$ cat config.mk
export PLATFORM = sky130hd
export DESIGN_NAME = enet_gmii_tx_arbiter
export DESIGN_NICKNAME = d
export VERILOG_FILES = /design/src/rtl/enet_gmii_tx_arbiter.sv
export SDC_FILE = /design/constraint.sdc
export NUM_CORES = 1
export LEC_CHECK = 0
export CORE_MARGIN = 2
export CORE_UTILIZATION = 52
export CTS_CLUSTER_DIAMETER = 120
export CTS_CLUSTER_SIZE = 10
export DETAILED_ROUTE_END_ITERATION = 10
export PLACE_DENSITY = 0.85
export SYNTH_ARGS = -nofsm -noshare
export SYNTH_HDL_FRONTEND = slang
export SYNTH_SLANG_ARGS = --single-unit
$ cat constraint.sdc
create_clock -name clk -period 2.72 [get_ports clk]
set_input_delay 0.272 -clock clk [delete_from_list [all_inputs] [get_ports clk]]
set_output_delay 0.272 -clock clk [all_outputs]
set_load 0.01 [all_outputs]
$ cat src/rtl/enet_gmii_tx_arbiter.sv
// Two-source GMII transmit arbiter: per-frame round-robin grant, preamble/SFD
// insertion, fixed inter-frame gap and conversion of source underrun to an error symbol.
module enet_gmii_tx_arbiter #(
  parameter int unsigned PREAMBLE_BYTES = 7,
  parameter int unsigned IFG_BYTES      = 12
) (
  input  logic        clk,
  input  logic        rst_n,
  input  logic [1:0]  s_valid,
  input  logic [15:0] s_data,
  input  logic [1:0]  s_last,
  output logic [1:0]  s_ready,
  output logic        gmii_tx_en,
  output logic        gmii_tx_er,
  output logic [7:0]  gmii_txd,
  output logic [1:0]  grant,
  output logic        frame_done,
  output logic        underrun
);

  typedef enum logic [2:0] {
    ST_IDLE  = 3'd0,
    ST_PRE   = 3'd1,
    ST_SFD   = 3'd2,
    ST_DATA  = 3'd3,
    ST_DRAIN = 3'd4,
    ST_IFG   = 3'd5
  } state_t;

  localparam logic [3:0] PRE_LAST   = 4'(PREAMBLE_BYTES - 1);
  localparam logic       PRE_SINGLE = (PREAMBLE_BYTES == 1);
  localparam logic [5:0] IFG_LAST   = 6'(IFG_BYTES - 1);
  localparam logic [7:0] PRE_BYTE   = 8'h55;
  localparam logic [7:0] SFD_BYTE   = 8'hD5;

  state_t      r_state;
  logic [1:0]  r_grant;
  logic        r_last_grant;
  logic [3:0]  r_pre_cnt;
  logic [5:0]  r_ifg_cnt;
  logic        r_tx_en;
  logic        r_tx_er;
  logic [7:0]  r_txd;
  logic        r_frame_done;
  logic        r_underrun;

  logic        w_src;
  logic        w_valid;
  logic        w_last;
  logic [7:0]  w_data;
  logic        w_any;
  logic        w_pick;
  logic [1:0]  w_pick_oh;

  // Granted-source view, round-robin pick and the ready strobe
  always_comb begin
    w_src   = r_grant[1];
    w_valid = s_valid[w_src];
    w_last  = s_last[w_src];
    w_data  = w_src ? s_data[15:8] : s_data[7:0];
    w_any   = |s_valid;
    // On contention the source that did not own the previous frame wins
    if (s_valid == 2'b11) begin
      w_pick = ~r_last_grant;
    end else if (s_valid[1]) begin
      w_pick = 1'b1;
    end else begin
      w_pick = 1'b0;
    end
    w_pick_oh = w_pick ? 2'b10 : 2'b01;
    if ((r_state == ST_DATA) || (r_state == ST_DRAIN)) begin
      s_ready = r_grant;
    end else begin
      s_ready = 2'b00;
    end
  end

  // Frame sequencer with registered GMII outputs and status pulses
  always_ff @(posedge clk or negedge rst_n) begin
    if (!rst_n) begin
      r_state      <= ST_IDLE;
      r_grant      <= 2'b00;
      r_last_grant <= 1'b1;
      r_pre_cnt    <= 4'd0;
      r_ifg_cnt    <= 6'd0;
      r_tx_en      <= 1'b0;
      r_tx_er      <= 1'b0;
      r_txd        <= 8'h00;
      r_frame_done <= 1'b0;
      r_underrun   <= 1'b0;
    end else begin
      r_tx_er      <= 1'b0;
      r_frame_done <= 1'b0;
      r_underrun   <= 1'b0;
      case (r_state)
        ST_IDLE: begin
          r_tx_en   <= 1'b0;
          r_txd     <= 8'h00;
          r_pre_cnt <= 4'd0;
          r_ifg_cnt <= 6'd0;
          if (w_any) begin
            r_grant      <= w_pick_oh;
            r_last_grant <= w_pick;
            r_tx_en      <= 1'b1;
            r_txd        <= PRE_BYTE;
            r_pre_cnt    <= 4'd1;
            r_state      <= PRE_SINGLE ? ST_SFD : ST_PRE;
          end else begin
            r_grant <= 2'b00;
          end
        end
        ST_PRE: begin
          r_tx_en   <= 1'b1;
          r_txd     <= PRE_BYTE;
          r_pre_cnt <= r_pre_cnt + 4'd1;
          if (r_pre_cnt == PRE_LAST) begin
            r_state <= ST_SFD;
          end else begin
            r_state <= ST_PRE;
          end
        end
        ST_SFD: begin
          r_tx_en <= 1'b1;
          r_txd   <= SFD_BYTE;
          r_state <= ST_DATA;
        end
        ST_DATA: begin
          r_tx_en <= 1'b1;
          if (w_valid) begin
            r_txd <= w_data;
            if (w_last) begin
              r_frame_done <= 1'b1;
              r_ifg_cnt    <= 6'd0;
              r_state      <= ST_IFG;
            end else begin
              r_state <= ST_DATA;
            end
          end else begin
            // Source starved mid-frame: one error symbol, then swallow the rest
            r_tx_er    <= 1'b1;
            r_txd      <= 8'h00;
            r_underrun <= 1'b1;
            r_state    <= ST_DRAIN;
          end
        end
        ST_DRAIN: begin
          r_tx_en <= 1'b0;
          r_txd   <= 8'h00;
          if (w_valid && w_last) begin
            r_ifg_cnt <= 6'd0;
            r_state   <= ST_IFG;
          end else begin
            r_state <= ST_DRAIN;
          end
        end
        ST_IFG: begin
          r_tx_en <= 1'b0;
          r_txd   <= 8'h00;
          if (r_ifg_cnt == IFG_LAST) begin
            r_grant   <= 2'b00;
            r_ifg_cnt <= 6'd0;
            r_state   <= ST_IDLE;
          end else begin
            r_ifg_cnt <= r_ifg_cnt + 6'd1;
            r_state   <= ST_IFG;
          end
        end
        default: begin
          r_state <= ST_IDLE;
          r_grant <= 2'b00;
          r_tx_en <= 1'b0;
          r_txd   <= 8'h00;
        end
      endcase
    end
  end

  assign gmii_tx_en = r_tx_en;
  assign gmii_tx_er = r_tx_er;
  assign gmii_txd   = r_txd;
  assign grant      = r_grant;
  assign frame_done = r_frame_done;
  assign underrun   = r_underrun;

endmodule

== Word level (Yosys, flattened, before mapping) ==
Index checks and enable logic that the tools add are counted.
Cells by class
  add/sub/neg operators: 2
  multipliers: 0
  divide/modulo/power cells: 0
  magnitude comparators: 1
  equal/unequal tests: 13
  shifts and indexed selects: 0
  multiplexer cells: 36
  bitwise gates (word level): 2
  reduce and logical (&&, ||, !) cells: 11
Operators with widths (count)
  $pmux W8 S4: 1
  $mux W6: 4
  $pmux W6 S4: 1
  $pmux W3 S6: 1
  $mux W8: 2
  $mux W1: 14
  $mux W3: 4
  $mux W2: 5
  $ne A2 B2 Y1 const B: 4
  $pmux W4 S2: 1
  $mux W7: 1
  $add A6 B1 Y6 const B: 1
  $eq A3 B2 Y1 const B: 2
  $eq A3 B3 Y1 const B: 2
  $eq A6 B4 Y1 const B: 1
  $pmux W2 S3: 1
  $add A4 B1 Y4 const B: 1
  $eq A4 B3 Y1 const B: 1
  $reduce_and A2 Y1: 2
  $reduce_and A4 Y1: 1
  $reduce_bool A4 Y1: 1
  $reduce_or A4 Y1: 1
  $eq A3 B1 Y1 const B: 1
  $logic_not A3 Y1: 1
  other kinds (10): 11
Storage, ports and cells
  register bits: 27
  bits in latches: 0
  bits in writable memories: 0
  memory bits (read-only): 0
  input bits: 22
  output and inout bits: 16
  word-level logic and storage cells: 74
  memories: 0

== Depth between registers and ports, before layout ==
  word-level depth: 5
  gate-level depth with buffers: 6
  mapped depth without buffers: 6

== Worst setup path before layout ==
OpenSTA, ideal clock, no wires.
  path kind: register to register
  start point: register r_grant[1] (netlist: grant[1])
  end point: register r_state[0]
  library setup time: 0.126 ns
  data arrival time: 1.273 ns
  data required time: 2.594 ns
  path slack: 1.321 ns
  cell stages (with the launch flop): 6
  path buffers: 1
  clock period less this slack: 1.399 ns
  cell sequence: dfrtp_1 -> buf_6 -> mux2_4 -> nand2_4 -> nand2_1 -> o32a_1
Between the ends
  longest elaborated chain between the ends: 5
  elaborated cells between the ends (all ways): 8
  classes of those cells: mux: 7; reduce/logical: 1
RTL lines
  start, declared: line 37  | logic [1:0] r_grant;
  start signal, assigned: line 102  | r_grant <= w_pick_oh;
  $mux W1, on equally long branches (2 in a row): line 58, 59
  $logic_and A1 B1 Y1: line 149  | if (w_valid && w_last) begin
  $mux W1: line 149
  $pmux W3 S6 (*): line 95  | case (r_state)
  end signal, assigned: line 107  | r_state <= PRE_SINGLE ? ST_SFD : ST_PRE;
  end, declared: line 36  | state_t r_state;
Mark *: on every way between the ends. The rest lies on a longest branch, timed or not. The select of a mux whose other input is x is not followed.
A chain may end at the register's enable or synchronous reset.

== Worst setup path after layout ==
  start point: register r_state[2]
  end point: output port s_ready[1]
Between the ends
  longest elaborated chain between the ends: 3
  elaborated cells between the ends (all ways): 4
  classes of those cells: eq/ne: 2; mux: 1; reduce/logical: 1
RTL lines
  $eq A3 B2 Y1 or $eq A3 B3 Y1 (tied branches): line 71  | if ((r_state == ST_DATA) || (r_state == ST_DRAIN)) begin
  $logic_or A1 B1 Y1 (*): line 71
  $mux W2 (*): line 71
  end, declared: line 12  | output logic [1:0] s_ready,
Mark *: on every way between the ends. The rest lies on a longest branch, timed or not.

==> impl_metrics.tcl <==
set metrics [dict create \
    status "finished, final reports clean" \
    ys_warn_count 0 \
    synth-seq-area-share_pct 46.5 \
    total_power_mw 1.47 \
    cts_hold_buf 0 \
    area_delta_synth_final_pct 27.7 \
    clockRootBuffer "clkbuf_4" \
    post_cts_resized 0 \
    setup_viol 0 \
    wirelength_um 2860 \
    grt_pass1_wl_um 5070 \
    clk_path_buf_depth 2 \
    fp-row-count 19 \
    syn_inst 143 \
    synth_seq_cells 27 \
    critical_path_class "reg -> out" \
    vias_per_cell 5.69 \
    cp_max_fo 16 \
    hold_violations 0 \
    gp_congestion 0.825 \
    vias 1189 \
    port_buffers 37 \
    drtIter0Drc 50 \
    clock_sink_count 27 \
    grt_max_degree 28 \
    max_stage_delay_ns 0.55 \
    final_core_util_pct 68.6 \
    worst_ep_required_time_ns 2.45 \
    syn_nets 168 \
    post-route-min-period_ns 2.27 \
    ir_drop_mv 0.597 \
    path_cells "and3b_2 -> a21oi_1 -> nor2b_1 -> clkdlybuf4s50_1" \
    maxCapViolCount 0 \
    grt_overflow 0 \
    cts_tree "done" \
    initial_utilization_pct 53.7 \
    worst_pin_slew_ns 0.692 \
    antenna_found_initial 0 \
    drt_pre_antenna_iters 4 \
    grt_usage_pct 20.0 \
    slew_headroom_pct 53.8 \
    cts_setup_buffers 0 \
    use_met3_pct 2.53 \
    drv_slew 0 \
    rsz0062_at_grt "no" \
    crit_family "flip-flops" \
    synth.top_cell.area_share_pct 44.7 \
    use_met2_pct 33.5 \
    grt_pass1_vias 1146 \
    synth-main-ff-cell "dfrtp_1" \
    synth-edff-count 0 \
    yosys.cell_count.top_type "dfrtp_1" \
    cts_made_buffers 3 \
    synth_area_leader_cell "dfrtp_1" \
    hp-class "in -> async" \
    top_usage_layer "met2" \
    post-route-period-util_pct 83.3 \
    syn-cell-area_um2 1460 \
    ys_top_cells_by_count "26 x dfrtp_1, 14 x nand2_1, 10 x o21ai_1" \
    htree_levels 1 \
    async_reset_ff_share_pct 100 \
    skew_ns 0.00271 \
    fin_hold_ws_ns 0.308 \
    power.leakage_nw 0.807 \
    power_density_nw_per_um2 791 \
    wl_per_cell_um 13.7 \
    synth_area_leaders "dfrtp_1 45%, mux2i_1 5.5%, nand2_1 3.6%" \
    drc 0 \
    use_met1_pct 26.3 \
    core_area_um2 2710 \
    pin_count 38 \
    die_height_um 56.9 \
    yosysUniqueCellTypes 43 \
    crit_arrival_ns 1.99 \
    fin_nets 204 \
    drive_gt1_share_pct 7.87 \
    die_area_um2 3240 \
    crit_buf_inv 1 \
    ant_nets 0 \
    fmax_ghz 0.441 \
    num_antenna_cells 0 \
    cp-start-kind "register" \
    avgSynthCellArea_um2 10.2 \
    setup_tns_ns 0 \
    dieWidth_um 56.9 \
    clk_latency_ns 0.31 \
    slowest_stage "dfrtp_1" \
    cts.reportedPaths.clkPinSlew_ns 0.13 \
    crit_path_end_kind "output port" \
    dp_hpwl_um 2250 \
]
sequential cells by signal, summed over array words and instances (netlist names):
name / flops
underrun: 1
r_pre_cnt: 4
gmii_tx_en: 1
r_ifg_cnt: 6
r_last_grant: 1
frame_done: 1
gmii_txd: 8
r_state: 3
grant: 2
cell usage in the layout, fill, tap and decap left out, drive strengths merged, types with 2 or more instances in the layout:
master / synthesis / routed
a211o: 3 / 3
a21o: 2 / 2
a21oi: 6 / 6
a31oi: 2 / 2
and3: 3 / 3
and3b: 2 / 2
clkbuf: 2 / 3
clkdlybuf4s50: 0 / 37
dfrtp: 26 / 26
ha: 3 / 3
inv: 3 / 3
mux2: 4 / 4
mux2i: 8 / 8
nand2: 15 / 15
nand3: 5 / 5
nand3b: 3 / 3
nor2: 8 / 8
nor2b: 6 / 6
nor3: 6 / 6
nor3b: 3 / 3
o211ai: 2 / 2
o21ai: 11 / 11
o22ai: 2 / 2
o2bb2ai: 2 / 2
or2: 2 / 2
final timing paths:
check	startpoint	end	slack [ns]	depth (start not counted)
worst max-delay path	r_state[2]$_DFFE_PN0P_	s_ready[1]	0.45	4
worst min-delay path	rst_n	gmii_txd[4]$_DFF_PN0_	0.31	2
worst max register to register	grant[1]$_DFFE_PN0P_	r_ifg_cnt[3]$_DFFE_PN0P_	0.90	4
worst min register to register	r_last_grant$_DFFE_PN1P_	r_last_grant$_DFFE_PN1P_	0.51	2
max in group asynchronous	rst_n	r_last_grant$_DFFE_PN1P_	2.11	2
min in group clk	r_last_grant$_DFFE_PN1P_	r_last_grant$_DFFE_PN1P_	0.51	2
per-stage QoR:
stage	setup slack [ns]	std cells	cell area [um2]
floorplan	1.32	143	1460
global placement	0.863	205	1830
detailed placement	0.834	205	1830
CTS	0.451	209	1860
global route	0.322	209	1860
finish	0.453	209	1860
worst reg2reg max path, stage by stage, from the launching register on:
cell	delay [ns]
dfrtp_1	0.81
nand3_1	0.29
nand4_1	0.22
a21oi_4	0.09
a211o_1	0.30
power breakdown:
| group | total [mW] | internal (mW) | switching, mW |
|---|---|---|---|
| registers | 0.672 | 0.520 | 0.152 |
| logic | 0.636 | 0.337 | 0.299 |
| clock network | 0.162 | 0.0550 | 0.107 |
| total | 1.47 | 0.912 | 0.558 |
metal layers:
metal,vias to the layer above,wire length [um]
met5,-,0
met2,22,1460
li1,586,-
met3,6,98
met1,575,1260
met4,0,52
kinds of logic (layout without fill, tap and decap cells):
family	after synthesis	count (layout)	synth area share [%]
AND/OR/NAND/NOR	56	56	21.5
AO/OA/AOI/OAI	34	34	15.8
flip-flops	27	27	46.5
multiplexers	12	12	9.37
buffers and inverters	10	45	3.61
adder cells (fa/ha/maj)	3	3	2.58
XOR/XNOR	1	1	0.602
cell type report:
class / count / area, um2
Sequential cell: 27 / 677
Clock buffer: 3 / 22.5
Multi-Input combinational cell: 106 / 726
Inverter: 3 / 11.3
Clock inverter: 1 / 5.00
Timing Repair Buffer: 38 / 378
Fill cell: 209 / 852
Tap cell: 31 / 38.8
Note: power is estimated with default switching activity, not from simulation.
